--- config.mk ---
export PLATFORM = sky130hd
export DESIGN_NAME = flash_boot_loader_flat
export DESIGN_NICKNAME = d
export VERILOG_FILES = /design/src/rtl/flash_boot_loader_if.sv /design/src/rtl/flash_boot_loader.sv /design/src/flat_wrapper.sv
export SDC_FILE = /design/constraint.sdc
export NUM_CORES = 1
export LEC_CHECK = 0
export BUFFER_PORTS_ARGS = -buffer_cell sky130_fd_sc_hd__buf_2
export CELL_PAD_IN_SITES_DETAIL_PLACEMENT = 1
export CELL_PAD_IN_SITES_GLOBAL_PLACEMENT = 2
export CORE_MARGIN = 2
export CORE_UTILIZATION = 30
export DETAILED_ROUTE_END_ITERATION = 8
export GPL_TIMING_DRIVEN = 0
export PLACE_DENSITY_LB_ADDON = 0.15
export SKIP_CTS_REPAIR_TIMING = 1
export SLEW_MARGIN = 30
export SYNTH_ARGS = -nofsm -noshare
export SYNTH_HDL_FRONTEND = slang
export SYNTH_SLANG_ARGS = --single-unit
--- constraint.sdc ---
create_clock -name clk -period 2.7 [get_ports clk]
set_clock_uncertainty 0.15 [all_clocks]
set_input_delay 0.54 -clock clk [delete_from_list [all_inputs] [get_ports clk]]
set_output_delay 0.54 -clock clk [all_outputs]
set_load 0.03 [all_outputs]
--- src/rtl/flash_boot_loader_if.sv ---
// Flash read channel and SRAM write channel seen by the boot loader.
// The master drives the requests; the slave answers with data, valid and ack.
interface flash_boot_loader_if;
  logic [22:0] flash_addr;
  logic        flash_read_op;
  logic [31:0] flash_data;
  logic        flash_valid;
  logic [19:0] sram_addr;
  logic [31:0] sram_wdata;
  logic        sram_we;
  logic        sram_ack;

  modport master (
    output flash_addr, flash_read_op, sram_addr, sram_wdata, sram_we,
    input  flash_data, flash_valid, sram_ack
  );

  modport slave (
    input  flash_addr, flash_read_op, sram_addr, sram_wdata, sram_we,
    output flash_data, flash_valid, sram_ack
  );
endinterface

--- src/rtl/flash_boot_loader.sv ---
// Boot copy engine: flash words -> SRAM, CPU held until the image is in place.
// Per word 1 + flash latency + write wait + 1 cycles; a stalled flash or SRAM times out to ERROR.
module flash_boot_loader #(
  parameter logic [22:0] FLASH_BASE = 23'h000000,
  parameter logic [19:0] SRAM_BASE  = 20'h00000,
  parameter int unsigned WORD_COUNT = 1024,
  parameter int unsigned TIMEOUT    = 64
) (
  input  logic                       clk,
  input  logic                       rst,
  input  logic                       start,
  flash_boot_loader_if.master        bus,
  output logic                       cpu_hold,
  output logic                       busy,
  output logic                       done,
  output logic                       error,
  output logic [20:0]                words_copied
);
  localparam int TW = $clog2(TIMEOUT + 1);
  localparam logic [TW-1:0] TLAST = TW'(TIMEOUT - 1);
  localparam logic [20:0]   WLAST = 21'(WORD_COUNT);

  typedef enum logic [2:0] {IDLE, REQ, WAIT_F, WRITE, NEXT, DONE, ERROR} state_t;

  state_t        state, state_nxt;
  logic [22:0]   faddr, faddr_nxt;
  logic [19:0]   saddr, saddr_nxt;
  logic [31:0]   wdata, wdata_nxt;
  logic          rd_op, rd_op_nxt;
  logic          we, we_nxt;
  logic          hold, hold_nxt;
  logic          bsy, bsy_nxt;
  logic          dn, dn_nxt;
  logic          err, err_nxt;
  logic [20:0]   cnt, cnt_nxt;
  logic [TW-1:0] tcnt, tcnt_nxt;

  always_comb begin
    state_nxt = state;
    faddr_nxt = faddr;
    saddr_nxt = saddr;
    wdata_nxt = wdata;
    rd_op_nxt = 1'b0;
    we_nxt    = we;
    hold_nxt  = hold;
    bsy_nxt   = bsy;
    dn_nxt    = dn;
    err_nxt   = err;
    cnt_nxt   = cnt;
    tcnt_nxt  = tcnt;
    case (state)
      IDLE, DONE, ERROR: begin
        if (start) begin
          state_nxt = REQ;
          faddr_nxt = FLASH_BASE;
          saddr_nxt = SRAM_BASE;
          cnt_nxt   = '0;
          rd_op_nxt = 1'b1;
          hold_nxt  = 1'b1;
          bsy_nxt   = 1'b1;
          dn_nxt    = 1'b0;
          err_nxt   = 1'b0;
        end
      end
      REQ: begin
        state_nxt = WAIT_F;
        tcnt_nxt  = '0;
      end
      WAIT_F: begin
        if (bus.flash_valid) begin
          wdata_nxt = bus.flash_data;
          we_nxt    = 1'b1;
          tcnt_nxt  = '0;
          state_nxt = WRITE;
        end else if (tcnt == TLAST) begin
          state_nxt = ERROR;
          bsy_nxt   = 1'b0;
          err_nxt   = 1'b1;
        end else begin
          tcnt_nxt = tcnt + TW'(1);
        end
      end
      WRITE: begin
        // an ack on the final allowed cycle still commits the word
        if (bus.sram_ack) begin
          we_nxt    = 1'b0;
          cnt_nxt   = cnt + 21'd1;
          state_nxt = NEXT;
        end else if (tcnt == TLAST) begin
          we_nxt    = 1'b0;
          state_nxt = ERROR;
          bsy_nxt   = 1'b0;
          err_nxt   = 1'b1;
        end else begin
          tcnt_nxt = tcnt + TW'(1);
        end
      end
      NEXT: begin
        if (cnt == WLAST) begin
          state_nxt = DONE;
          bsy_nxt   = 1'b0;
          dn_nxt    = 1'b1;
          hold_nxt  = 1'b0;
        end else begin
          faddr_nxt = faddr + 23'd4;
          saddr_nxt = saddr + 20'd1;
          rd_op_nxt = 1'b1;
          state_nxt = REQ;
        end
      end
      default: state_nxt = IDLE;
    endcase
  end

  always_ff @(posedge clk) begin
    if (!rst) begin
      state <= IDLE;
      faddr <= '0;
      saddr <= '0;
      wdata <= '0;
      rd_op <= 1'b0;
      we    <= 1'b0;
      hold  <= 1'b1;
      bsy   <= 1'b0;
      dn    <= 1'b0;
      err   <= 1'b0;
      cnt   <= '0;
      tcnt  <= '0;
    end else begin
      state <= state_nxt;
      faddr <= faddr_nxt;
      saddr <= saddr_nxt;
      wdata <= wdata_nxt;
      rd_op <= rd_op_nxt;
      we    <= we_nxt;
      hold  <= hold_nxt;
      bsy   <= bsy_nxt;
      dn    <= dn_nxt;
      err   <= err_nxt;
      cnt   <= cnt_nxt;
      tcnt  <= tcnt_nxt;
    end
  end

  assign bus.flash_addr    = faddr;
  assign bus.flash_read_op = rd_op;
  assign bus.sram_addr     = saddr;
  assign bus.sram_wdata    = wdata;
  assign bus.sram_we       = we;
  assign cpu_hold          = hold;
  assign busy              = bsy;
  assign done              = dn;
  assign error             = err;
  assign words_copied      = cnt;
endmodule

--- src/flat_wrapper.sv ---
// flat-port wrapper written by rule: the top's interface ports become plain ports
module flash_boot_loader_flat 
#(
  parameter logic [22:0] FLASH_BASE = 23'h000000,
  parameter logic [19:0] SRAM_BASE  = 20'h00000,
  parameter int unsigned WORD_COUNT = 1024,
  parameter int unsigned TIMEOUT    = 64
)
  (clk, rst, start, cpu_hold, busy, done, error, words_copied, bus_flash_addr, bus_flash_read_op, bus_sram_addr, bus_sram_wdata, bus_sram_we, bus_flash_data, bus_flash_valid, bus_sram_ack);
  flash_boot_loader_if bus_i ();
  input  logic clk;
  input  logic rst;
  input  logic start;
  output logic cpu_hold;
  output logic busy;
  output logic done;
  output logic error;
  output logic [20:0] words_copied;
  output wire logic [$bits(bus_i.flash_addr)-1:0] bus_flash_addr;
  output wire logic [$bits(bus_i.flash_read_op)-1:0] bus_flash_read_op;
  output wire logic [$bits(bus_i.sram_addr)-1:0] bus_sram_addr;
  output wire logic [$bits(bus_i.sram_wdata)-1:0] bus_sram_wdata;
  output wire logic [$bits(bus_i.sram_we)-1:0] bus_sram_we;
  input wire logic [$bits(bus_i.flash_data)-1:0] bus_flash_data;
  input wire logic [$bits(bus_i.flash_valid)-1:0] bus_flash_valid;
  input wire logic [$bits(bus_i.sram_ack)-1:0] bus_sram_ack;
  assign bus_flash_addr = bus_i.flash_addr;
  assign bus_flash_read_op = bus_i.flash_read_op;
  assign bus_sram_addr = bus_i.sram_addr;
  assign bus_sram_wdata = bus_i.sram_wdata;
  assign bus_sram_we = bus_i.sram_we;
  assign bus_i.flash_data = bus_flash_data;
  assign bus_i.flash_valid = bus_flash_valid;
  assign bus_i.sram_ack = bus_sram_ack;
  flash_boot_loader #(.FLASH_BASE(FLASH_BASE), .SRAM_BASE(SRAM_BASE), .WORD_COUNT(WORD_COUNT), .TIMEOUT(TIMEOUT)) u_core (.clk(clk), .rst(rst), .start(start), .bus(bus_i), .cpu_hold(cpu_hold), .busy(busy), .done(done), .error(error), .words_copied(words_copied));
endmodule
Word-level counts from Yosys, hierarchy flattened
Index checks and enable logic that the tools add are counted.
{ "classes": {"eq_ne": 16, "muxes": 40, "reduce_logical": 16, "n_addsub": 4} }
{ "ops": {"columns": ["cell", "count"], "rows": [
  ["2-to-1 mux 23 bit", 2],
  ["case mux 23 bit (2 select lines)", 1],
  ["2-to-1 mux 21 bit", 2],
  ["case mux 21 bit (2 select lines)", 1],
  ["2-to-1 mux 20 bit", 2],
  ["case mux 20 bit (2 select lines)", 1],
  ["adder 23 x 3 -> 23 bit (second input constant)", 1],
  ["adder 21 x 1 -> 21 bit (second input constant)", 1],
  ["equality test 21 x 11 -> 1 bit (second input constant)", 1],
  ["2-to-1 mux 7 bit", 3],
  ["case mux 7 bit (3 select lines)", 1],
  ["adder 20 x 1 -> 20 bit (second input constant)", 1],
  ["2-to-1 mux 1 bit", 15],
  ["2-to-1 mux 3 bit", 5],
  ["case mux 3 bit (5 select lines)", 1],
  ["inequality test 2 bit (second input constant)", 6],
  ["AND reduction 3 bit", 4],
  ["equality test 3 bit (second input constant)", 3],
  ["case mux 1 bit (2 select lines)", 4],
  ["adder 7 x 1 -> 7 bit (second input constant)", 1],
  ["equality test 7 x 6 -> 1 bit (second input constant)", 1],
  ["equality test 3 x 2 -> 1 bit (second input constant)", 2],
  ["nonzero test 2 bit", 3],
  ["nonzero test 3 bit", 2],
  ["11 further kinds", 12]
]} }
{ "word_totals": {"word_cells": 88, "regBits": 112} }

Depth between registers and ports, before layout
{ "depth": {"ltp_word": 4, "mapped_depth": 9} }

Worst setup path after synthesis
OpenSTA, ideal clock, no wires.
{ "synth_path": {"path_kind": "register to register", "start": "reg u_core.state[2]", "end": "reg u_core.faddr[20] (netlist: u_core.bus.flash_addr[20])", "setup_slack_ns": 0.346, "synth_period_minus_slack_ns": 2.354, "stages_incl_launch_ff": 8, "arrival_ns": 2.133, "setup_time_ns": 0.070, "path_buffers": 1, "cell_sequence": "dfxtp_1 inv_1 fa_1 a211oi_4 nand4_1 buf_6 or4_1 a21oi_1"} }
{ "synth_between": {"elab_chain_cells": 4, "word_cells_on_any_way": 10, "cone_classes": "eq/ne: 5; mux: 1; reduce/logical: 4"} }
{ "synth_rtl": {"columns": ["element", "line", "rtl"], "rows": [
  ["from (decl)", "flash_boot_loader.sv:25", "state_t state, state_nxt;"],
  ["from (signal assigned)", "flash_boot_loader.sv:130", "state <= state_nxt;"],
  ["equality test 3 bit or zero test 3 bit (tied branches)", "flash_boot_loader.sv:51", "case (state)"],
  ["OR reduction 3 bit", "flash_boot_loader.sv:51", null],
  ["inequality test 2 bit (no line) or nonzero test 2 bit (tied branches)", null, null],
  ["AND reduction 3 bit (no line)", null, null],
  ["to (signal assigned)", "flash_boot_loader.sv:131", "faddr <= faddr_nxt;"],
  ["to (decl)", "flash_boot_loader.sv:26", "logic [22:0] faddr, faddr_nxt;"]
]} }
Parallel ways exist; a longest one is shown, timed or not.
A chain may end at the register's enable or synchronous reset.

Worst setup path after layout
{ "layout_path": {"start": "reg u_core.state[2]", "end": "reg u_core.faddr[21] (netlist: u_core.bus.flash_addr[21])"} }
Same word-level chain as after synthesis.

==> metrics <==
status=completed; Final period util=97.4%; gr usage total=a little under a fifth; Core Box Area=16600 um2; post-DP HPWL=~12000 um; Die Y-Extent=135 um; Highest Clock Rate=380 MHz; Worst-Skew Late Latency=around 360 ps; RSZ-0062 raised after global routing=true; share of layout cells above drive strength 1=23.6%; final hold violations=0; IO Pins=roughly 140; Storage cell area=roughly 2200 um2; GPL Wtd Cong=about 0.8; # rows=between 40 and 50; crit path cell chain=inv_1, fa_1, a211oi_4, buf_4, nand4_2, buf_6, or4_1, a21oi_1; slowest cell on the critical path=or4_1; root buffer cell=clkbuf_16; Synth area leader=dfxtp_1; remaining global-route overflow=0; top cell type's share of synthesized area=42.9%; Clock H-tree levels=3; initial DRC count=between 200 and 250; ant diodes=0; via count=around 5300; slew margin rel.=59.3%; WL final=between 15000 and 20000 um; Pwr Density=roughly 530 nW/um2; Die X=roughly 130 um; Post-DRT Antenna Nets=0; CP arrival=2770 ps; first-pass GRT wire length=around 27000 um; WL per Instance=~16 um; Slew @ Worst Pin=605 ps; min Tclk post-route=2630 ps; Netlist cell types=54; Setup CP Type=register to register; Yosys Warn Count=0; Post-Place Cells=roughly 1000; clock buffer depth=2; DR pass1 iterations=4; number of max-cap violations=0; layout net count=825; element type at the critical path end=register; ys async rst share=0%; Reg2Reg Setup Slack=70 ps; antenna violations before repair=0; clk sink count=110; IO buf count=between 100 and 150; Post-synth top cells=dfxtp_1 (110), nand2_1 (91), a21oi_1 (88), nor2_1 (33), or4_1 (30); count of state elements after synthesis=between 100 and 150; Mean Syn Cell Area=8.15 um2; vias in the first global route=approximately 5300; register area share after synthesis=between 40% and 50%; Post-route DRC=0; Worst-path clk slew=about 80 ps; CP peak stage delay=between 400 and 500 ps; final core occ=between 30% and 40%; most common cell in the netlist=dfxtp_1; main flop type after synthesis=dfxtp_1; IR drop worst, VDD=~340 uV; EDFF count, synth=0; number of CTS-inserted buffers=9; Initial Util=a little under a third; non-filler cells, final=a little over 1000; Multi-input gate area=between 2000 and 3000 um2; fillers=about 2100; worst min-delay path class=primary input to register; CP required=between 2000 and 3000 ps; final-report max-slew violation count=0; LEAKAGE=2.45 nW; largest net degree at the start of global routing=20; TritonCTS clock tree=yes; dominant cells by area after synthesis=dfxtp_1 (43%), a21oi_1 (8.6%), nand2_1 (6.7%); Mapped Area=5140 um2; Setup violations, final=0; Cells after Synth=630; worst setup margin=about 70 ps; CP max FO=10; CP startpoint kind=register; via/cell ratio=between 5 and 6; die area=between 15000 and 20000 um2; Place WS=-184 ps; Syn-to-layout area delta=25.6%
## report_power, final
part | switching, W | leakage, nW | internal, W
sequential | 0.0000291 | 0.889 | 0.00166
clock | 0.000670 | 0.132 | 0.000643
combinational | 0.000305 | 1.43 | 0.000142
## cell type report
cell class / instances / share of cell area, %
Timing Repair Buffer: 140 / 11.0
Multi-Input combinational cell: 463 / 42.1
Sequential cell: 110 / 34.2
Buffer: 39 / 2.95
Clock inverter: 6 / 0.815
Clock buffer: 10 / 3.55
Tap cell: 220 / 4.27
Inverter: 19 / 1.11
## per-layer routing
metal	up-vias	share of wire, %	GRT usage (%)
met4	0	1.3	5.15
met5	-	0	0
met3	18	3.7	2.93
met1	2605	45	23.3
li1	2598	-	-
met2	105	50	31.6
## worst max-delay path: cells and delay by family, from the launching register on
kind | cells | cell delay [ps]
DFF | 1 | 390
adders and majority gates | 1 | 460
and+or+nand+nor | 2 | 680
AOI/OAI and AO/OA | 2 | 360
buffers and inverters | 3 | 520
## metrics by stage
step                power (W)  TNS (ps)  area [um2]  hold WS [ps]
floorplan             0.00202         0        5140           269
finish                0.00345         0        6450           260
CTS                   0.00349     -5230        6380           252
global placement      0.00216     -3810        6100           277
global route          0.00361     -2.11        6450           256
detailed placement    0.00217     -4630        6100           292
## worst paths after layout
check	from	end	cells past startpoint
setup / recovery	u_core.state[2]$_SDFFE_PN0P_	u_core.bus.flash_addr[21]$_SDFFE_PN0P_	8
hold reg to reg	u_core.tcnt[6]$_SDFFE_PN0P_	u_core.tcnt[6]$_SDFFE_PN0P_	2
hold / removal	bus_flash_data[12]	u_core.bus.sram_wdata[12]$_SDFFE_PN0P_	3
setup reg to reg	u_core.state[2]$_SDFFE_PN0P_	u_core.bus.flash_addr[21]$_SDFFE_PN0P_	8
## sequential cells by signal, indices dropped and copies added, names as in the netlist
register and count:
u_core.bus.flash_addr 21, u_core.bus.flash_read_op 1, u_core.bus.sram_addr 20, u_core.bus.sram_wdata 32, u_core.bus.sram_we 1, u_core.busy 1, u_core.cpu_hold 1, u_core.done 1
u_core.error 1, u_core.state 3, u_core.tcnt 7, u_core.words_copied 21
## cell families (layout without fill, tap and decap cells)
kind of cell,after synthesis,after routing,synth area share (%)
AOI/OAI and AO/OA,176,176,21.0
xor gates and xnor gates,17,17,2.90
adders and majority gates,6,6,1.61
buffers and inverters,58,214,4.90
DFF,110,110,42.9
muxes,2,2,0.390
other,1,2,0.0730
and+or+nand+nor,260,260,26.2
## placed cells by master, fill, tap and decap left out, drive strengths merged, types with 3 or more instances in the layout
| master | n |
|---|---|
| a211oi | 3 |
| a21oi | 88 |
| and2 | 4 |
| and3 | 8 |
| and4 | 5 |
| buf | 152 |
| clkbuf | 37 |
| dfxtp | 110 |
| ha | 5 |
| inv | 22 |
| nand2 | 91 |
| nand3 | 26 |
| nand4 | 14 |
| nor2 | 33 |
| nor3 | 13 |
| nor4 | 7 |
| nor4b | 3 |
| o2111ai | 7 |
| o211ai | 5 |
| o21a | 5 |
| o21ai | 27 |
| o31ai | 29 |
| or3 | 17 |
| or4 | 30 |
| xnor2 | 4 |
| xor2 | 13 |
(Power assumes the default switching activity.)
